===== src/rtl/vmask_popc_accum_pkg.sv =====
// Shared types for the mask-reduction accumulator: chunk width, carry-save pair
// and FSM state encoding.
package vmask_popc_accum_pkg;

  localparam int MASK_CHUNK = 32;
  localparam int CS_W       = 6;
  localparam int BEAT_SUM_W = 7;

  typedef logic [1:0][CS_W-1:0] cs_pair_t;

  typedef enum logic [1:0] {
    ST_IDLE  = 2'd0,
    ST_ACCUM = 2'd1,
    ST_DONE  = 2'd2
  } popc_state_t;

  // Resolve the compressor's carry-save pair into a 0..32 beat count.
  function automatic logic [BEAT_SUM_W-1:0] beat_sum(input cs_pair_t cs);
    return {1'b0, cs[0]} + {1'b0, cs[1]};
  endfunction

endpackage


===== src/rtl/vmask_popc_accum_ctz32.sv =====
// Combinational count-trailing-zeros over one 32-bit mask chunk.
// o_idx is the lowest set bit position; o_zero flags an all-zero chunk.
module vmask_popc_accum_ctz32
  import vmask_popc_accum_pkg::*;
(
  input  logic [MASK_CHUNK-1:0] i_vec,
  output logic [4:0]            o_idx,
  output logic                  o_zero
);

  always_comb begin
    o_idx  = '0;
    o_zero = ~|i_vec;
    // Scan downward so the lowest set bit is the one left standing.
    for (int i = MASK_CHUNK - 1; i >= 0; i--) begin
      if (i_vec[i]) begin
        o_idx = 5'(i);
      end
    end
  end

endmodule


===== src/rtl/vmask_popc_accum.sv =====
// Multi-beat vcpop.m / vfirst.m accumulator: sums carry-save beat counts and
// tracks the first set bit, then presents one registered result via valid/ready.
module vmask_popc_accum
  import vmask_popc_accum_pkg::*;
#(
  parameter int VLEN  = 256,
  parameter int BEATS = VLEN / MASK_CHUNK,
  parameter int CNT_W = $clog2(VLEN) + 1
) (
  input  logic                  clk,
  input  logic                  rst_n,
  input  logic                  flush,
  input  logic                  in_valid,
  output logic                  in_ready,
  input  logic [1:0][CS_W-1:0]  in_cs,
  input  logic [MASK_CHUNK-1:0] in_mask,
  input  logic                  in_last,
  output logic                  out_valid,
  input  logic                  out_ready,
  output logic [CNT_W-1:0]      out_count,
  output logic [CNT_W-1:0]      out_first
);

  localparam int IDX_W = $clog2(BEATS) + 1;

  popc_state_t      r_state;
  logic [CNT_W-1:0] r_acc;
  logic [CNT_W-1:0] r_first;
  logic             r_found;
  logic [IDX_W-1:0] r_beat_idx;
  logic             r_in_ready;
  logic [CNT_W-1:0] r_out_count;
  logic [CNT_W-1:0] r_out_first;

  popc_state_t      w_state_nxt;
  logic [CNT_W-1:0] w_acc_nxt;
  logic [CNT_W-1:0] w_first_nxt;
  logic             w_found_nxt;
  logic [IDX_W-1:0] w_idx_nxt;
  logic [CNT_W-1:0] w_ocnt_nxt;
  logic [CNT_W-1:0] w_ofirst_nxt;

  logic                  w_accept;
  logic                  w_at_limit;
  logic [BEAT_SUM_W-1:0] w_beat_sum;
  logic [4:0]            w_ctz;
  logic                  w_zero;
  logic [CNT_W-1:0]      w_first_cand;

  vmask_popc_accum_ctz32 u_ctz (
    .i_vec  (in_mask),
    .o_idx  (w_ctz),
    .o_zero (w_zero)
  );

  // in_ready is a register so it is low through reset and never sees in_valid.
  assign w_accept     = in_valid && r_in_ready;
  assign w_at_limit   = (r_beat_idx == IDX_W'(BEATS - 1));
  assign w_beat_sum   = beat_sum(in_cs);
  assign w_first_cand = (CNT_W'(r_beat_idx) << 5) | CNT_W'(w_ctz);

  always_comb begin
    w_state_nxt  = r_state;
    w_acc_nxt    = r_acc;
    w_first_nxt  = r_first;
    w_found_nxt  = r_found;
    w_idx_nxt    = r_beat_idx;
    w_ocnt_nxt   = r_out_count;
    w_ofirst_nxt = r_out_first;

    if (flush) begin
      w_state_nxt  = ST_IDLE;
      w_acc_nxt    = '0;
      w_first_nxt  = '0;
      w_found_nxt  = 1'b0;
      w_idx_nxt    = '0;
      w_ocnt_nxt   = '0;
      w_ofirst_nxt = '0;
    end else begin
      case (r_state)
        ST_IDLE, ST_ACCUM: begin
          if (w_accept) begin
            w_acc_nxt = r_acc + CNT_W'(w_beat_sum);
            w_idx_nxt = r_beat_idx + IDX_W'(1);
            if (!r_found && !w_zero) begin
              w_first_nxt = w_first_cand;
              w_found_nxt = 1'b1;
            end
            if (in_last || w_at_limit) begin
              w_state_nxt  = ST_DONE;
              w_ocnt_nxt   = w_acc_nxt;
              w_ofirst_nxt = w_found_nxt ? w_first_nxt : '1;
            end else begin
              w_state_nxt = ST_ACCUM;
            end
          end
        end
        ST_DONE: begin
          if (out_ready) begin
            w_state_nxt  = ST_IDLE;
            w_acc_nxt    = '0;
            w_first_nxt  = '0;
            w_found_nxt  = 1'b0;
            w_idx_nxt    = '0;
            w_ocnt_nxt   = '0;
            w_ofirst_nxt = '0;
          end
        end
        default: begin
          w_state_nxt = ST_IDLE;
        end
      endcase
    end
  end

  always_ff @(posedge clk or negedge rst_n) begin
    if (!rst_n) begin
      r_state     <= ST_IDLE;
      r_acc       <= '0;
      r_first     <= '0;
      r_found     <= 1'b0;
      r_beat_idx  <= '0;
      r_in_ready  <= 1'b0;
      r_out_count <= '0;
      r_out_first <= '0;
    end else begin
      r_state     <= w_state_nxt;
      r_acc       <= w_acc_nxt;
      r_first     <= w_first_nxt;
      r_found     <= w_found_nxt;
      r_beat_idx  <= w_idx_nxt;
      r_in_ready  <= (w_state_nxt != ST_DONE);
      r_out_count <= w_ocnt_nxt;
      r_out_first <= w_ofirst_nxt;
    end
  end

  assign in_ready  = r_in_ready;
  assign out_valid = (r_state == ST_DONE);
  assign out_count = r_out_count;
  assign out_first = r_out_first;

endmodule


===== config.mk =====
export PLATFORM = sky130hd
export DESIGN_NAME = vmask_popc_accum
export DESIGN_NICKNAME = d
export VERILOG_FILES = /design/src/rtl/vmask_popc_accum_pkg.sv /design/src/rtl/vmask_popc_accum_ctz32.sv /design/src/rtl/vmask_popc_accum.sv
export SDC_FILE = /design/constraint.sdc
export NUM_CORES = 1
export LEC_CHECK = 0
export ABC_AREA = 1
export CORE_ASPECT_RATIO = 0.8
export CORE_UTILIZATION = 35
export CTS_BUF_LIST = sky130_fd_sc_hd__clkbuf_16
export CTS_CLUSTER_SIZE = 20
export DETAILED_ROUTE_END_ITERATION = 10
export SYNTH_ARGS = -nofsm -noshare
export SYNTH_HDL_FRONTEND = slang
export SYNTH_SLANG_ARGS = --single-unit

===== constraint.sdc =====
create_clock -name clk -period 2.6 [get_ports clk]
set_input_delay 0.39 -clock clk [delete_from_list [all_inputs] [get_ports clk]]
set_output_delay 0.39 -clock clk [all_outputs]
set_load 0.01 [all_outputs]

==> metrics.txt <==
RD Place Congestion=approximately 0.81; Most common cell on crit path=nor2_1; final setup violation count=2; Synth Warn #=0; largest net degree at the start of global routing=45; cts bufs inserted=5; synthesis-stage register bit count=44; clock skew=0.00471 ns; Diodes inserted=0; buffers added on ports=69; Non-Filler Instances=534; Area after DPL=3490 um^2; DR WL/cell=11.3 um; pin slew with the least headroom to its limit=between 0.9 and 1 ns; unrepaired setup endpoints after global routing=yes; area of the multi-input gates=1320 um^2; max-cap viol count=0; Slew Viols, Final=0; Power Density=841 nW/um^2; Net Sw Power=0.00113 W; row count=27; vias in the first global route=2379; post-route cell area=about 3700 um^2; CP arrival=2.93 ns; Post-Place Cells=521; clk slew on worst S/H paths=0.06 ns; CTS sink cnt=44; Area Overhead vs Synth=42.6%; clk root buf=clkbuf_16; DR vias=between 2000 and 2500; filler instances=between 600 and 700; DPL Wire Length=4620 um; nature of the critical path endpoint=register; die area=7860 um^2; combinational share of power=0.449; Period Utilization, post-route=1.04; Core ar.=between 7000 and 8000 um^2; Reg area=1100 um^2; Worst-Skew Late Latency=just under 0.3 ns; Distinct cells, synth=32; total grt overflow=0; area share of the largest cell type after synthesis=0.419; Total Routing Usage GR=0.169; hold_buf cts=0; Setup WS post-layout=-0.116 ns; nets=510; startpoint types=register; Vias/cell=4.53; Starting Density=0.372; internal power=0.00203 W; relative slew slack=0.345; number of iterations in the first detailed-routing pass=4; CP Max Fanout=2; Final Util=0.531; post-detailed-routing wire length=6030 um; status=finished, violations left; initial antenna violation count=0; failing checks=setup timing; Crit path depth=14; IO Count=70; hold slack final=0.263 ns; Tot Pwr=0.00315 W; commonest non-fill, non-tap cell in the layout=nand2_1; Leakage Power=1.92 nW; share of cells above drive strength 1=0.110; ANT nets after route=0; Setup Crit Path Kind=register to register; Clock power frac=0.227; Worst path slowest cell=fa_1; sequential share of power=0.324; post-synthesis sequential area ratio=0.419; Mapped Area=roughly 2600 um^2; Buf/Inv on CP=0; Syn Inst Count=around 360; H-tree depth=2; TritonCTS clock tree=yes; crit-path cells=fa_1 -> ha_1 -> a21oi_2 -> nor2_1 -> nor2_1 -> nor2_1 -> nor2_1 -> nor2_1 -> nor2_1 -> nor2_1 -> o21ai_1 -> xor2_1 -> or3_1 -> o21ai_1; first-pass GRT wire length=10600 um; Final Hold Viols=0; Tmin final=about 2.7 ns; Clock Tree Buf Depth=2; most frequent cells in the layout=112 x nand2_1, 56 x clkdlybuf4s50_1, 48 x inv_1; delay-heaviest family, CP=simple AND/OR/NAND/NOR gates; Synthesized Nets=around 420; DRC violations left=0; Avg Cell Area, Syn=roughly 7.3 um^2; HP Class=primary input to async pin; fmax=between 300 and 400 MHz; die width=slightly below 100 um; Sw Share=0.357; initial DRC count=93; Yosys top cell by area=dfrtp_1; VDD IR max=slightly below 0.0004 V; critical path required time=roughly 2.8 ns; Die Y=79.5 um; Worst path max stage delay=0.48 ns; top cells by area, synth=dfrtp_1 42%, nand2_1 16%, o21ai_1 8.4%; R2R cell count=14
## repair_timing
action,in CTS,in global routing
pin swaps,15,13
resized for setup,13,10
endpoints found under the setup margin,4,6
setup buffers,4,1
## power by group through the flow
stage	registers, W	clock network (W)	logic, W
2_1_floorplan	0.00105	0	0.000734
3_3_place_gp	0.00103	0	0.00131
3_5_place_dp	0.00103	0	0.00132
4_1_cts	0.00102	0.000737	0.00141
5_1_grt	0.00105	0.000770	0.00161
6_report	0.00102	0.000715	0.00142
## Yosys cell counts (all sizes together)
cell and count:
nand2 115, inv 60, o21ai 45, dfrtp 44, nor2 38, a21oi 9, fa 7, ha 7
nand3 7, a22o 5, buf 4, nor3 3, clkbuf 2, o31ai 2, a211oi 1, a311oi 1
a31oi 1, clkinv 1, mux2 1, nand4 1, nor4 1, o21bai 1, o22ai 1, or3 1
xor2 1
## per-layer routing
layer  up-vias  GRT usage  wire, um
met5         -          0         0
met3         2     0.0385       227
met4         0     0.0403        12
li1       1303          -         -
met2        38      0.259      2590
met1      1075      0.241      3200
## final cells by class
| type | count | area share |
|---|---|---|
| inverters | 61 | 0.0618 |
| clock buffers | 5 | 0.0334 |
| flip-flops and latches | 44 | 0.294 |
| repair buffers | 86 | 0.219 |
| multi-input cells | 248 | 0.352 |
| clock inverters | 3 | 0.0114 |
| well taps | 87 | 0.0290 |
## kinds of logic (layout without fill, tap and decap cells)
family,after synthesis,count (layout),synth area share
and+or+nand+nor,166,166,0.249
buffers and inverters,67,155,0.0985
AOI/OAI and AO/OA,66,66,0.139
DFF,44,44,0.419
adders and majority gates,14,14,0.0866
xor gates and xnor gates,1,1,0.00333
muxes,1,1,0.00428
## state kept, by name, indices dropped and copies added (netlist names)
name        count
out_first       9
r_acc           9
r_beat_idx      4
in_ready        1
r_first         9
r_state         2
r_found         1
out_count       9
## metrics by stage
step | setup slack, ns | TNS (ns)
3_5_place_dp | -0.545 | -3.16
5_1_grt | -0.341 | -0.873
4_1_cts | -0.204 | -0.385
2_1_floorplan | 0.119 | 0
6_report | -0.116 | -0.218
3_3_place_gp | -0.456 | -2.53
## worst register-to-register path, delay by kind of cell (launching register included)
| family | cells | cell delay (ns) |
|---|---|---|
| compound gates | 3 | 0.42 |
| xor+xnor | 1 | 0.08 |
| flops | 1 | 0.40 |
| fa+ha+maj | 2 | 0.79 |
| simple gates | 8 | 0.95 |
## path summary, 6_finish.rpt
check	from	to	slack, ns
min in group clk	out_first[0]	out_first[0]	0.48
min	rst_n	r_state[0]	0.26
max in group asynchronous	rst_n	out_first[1]	1.73
max	r_acc[2]	r_acc[8]	-0.12
max reg2reg	r_acc[2]	r_acc[8]	-0.12
min reg2reg	out_first[0]	out_first[0]	0.48
No activity file was read; power rests on OpenSTA's default activity.
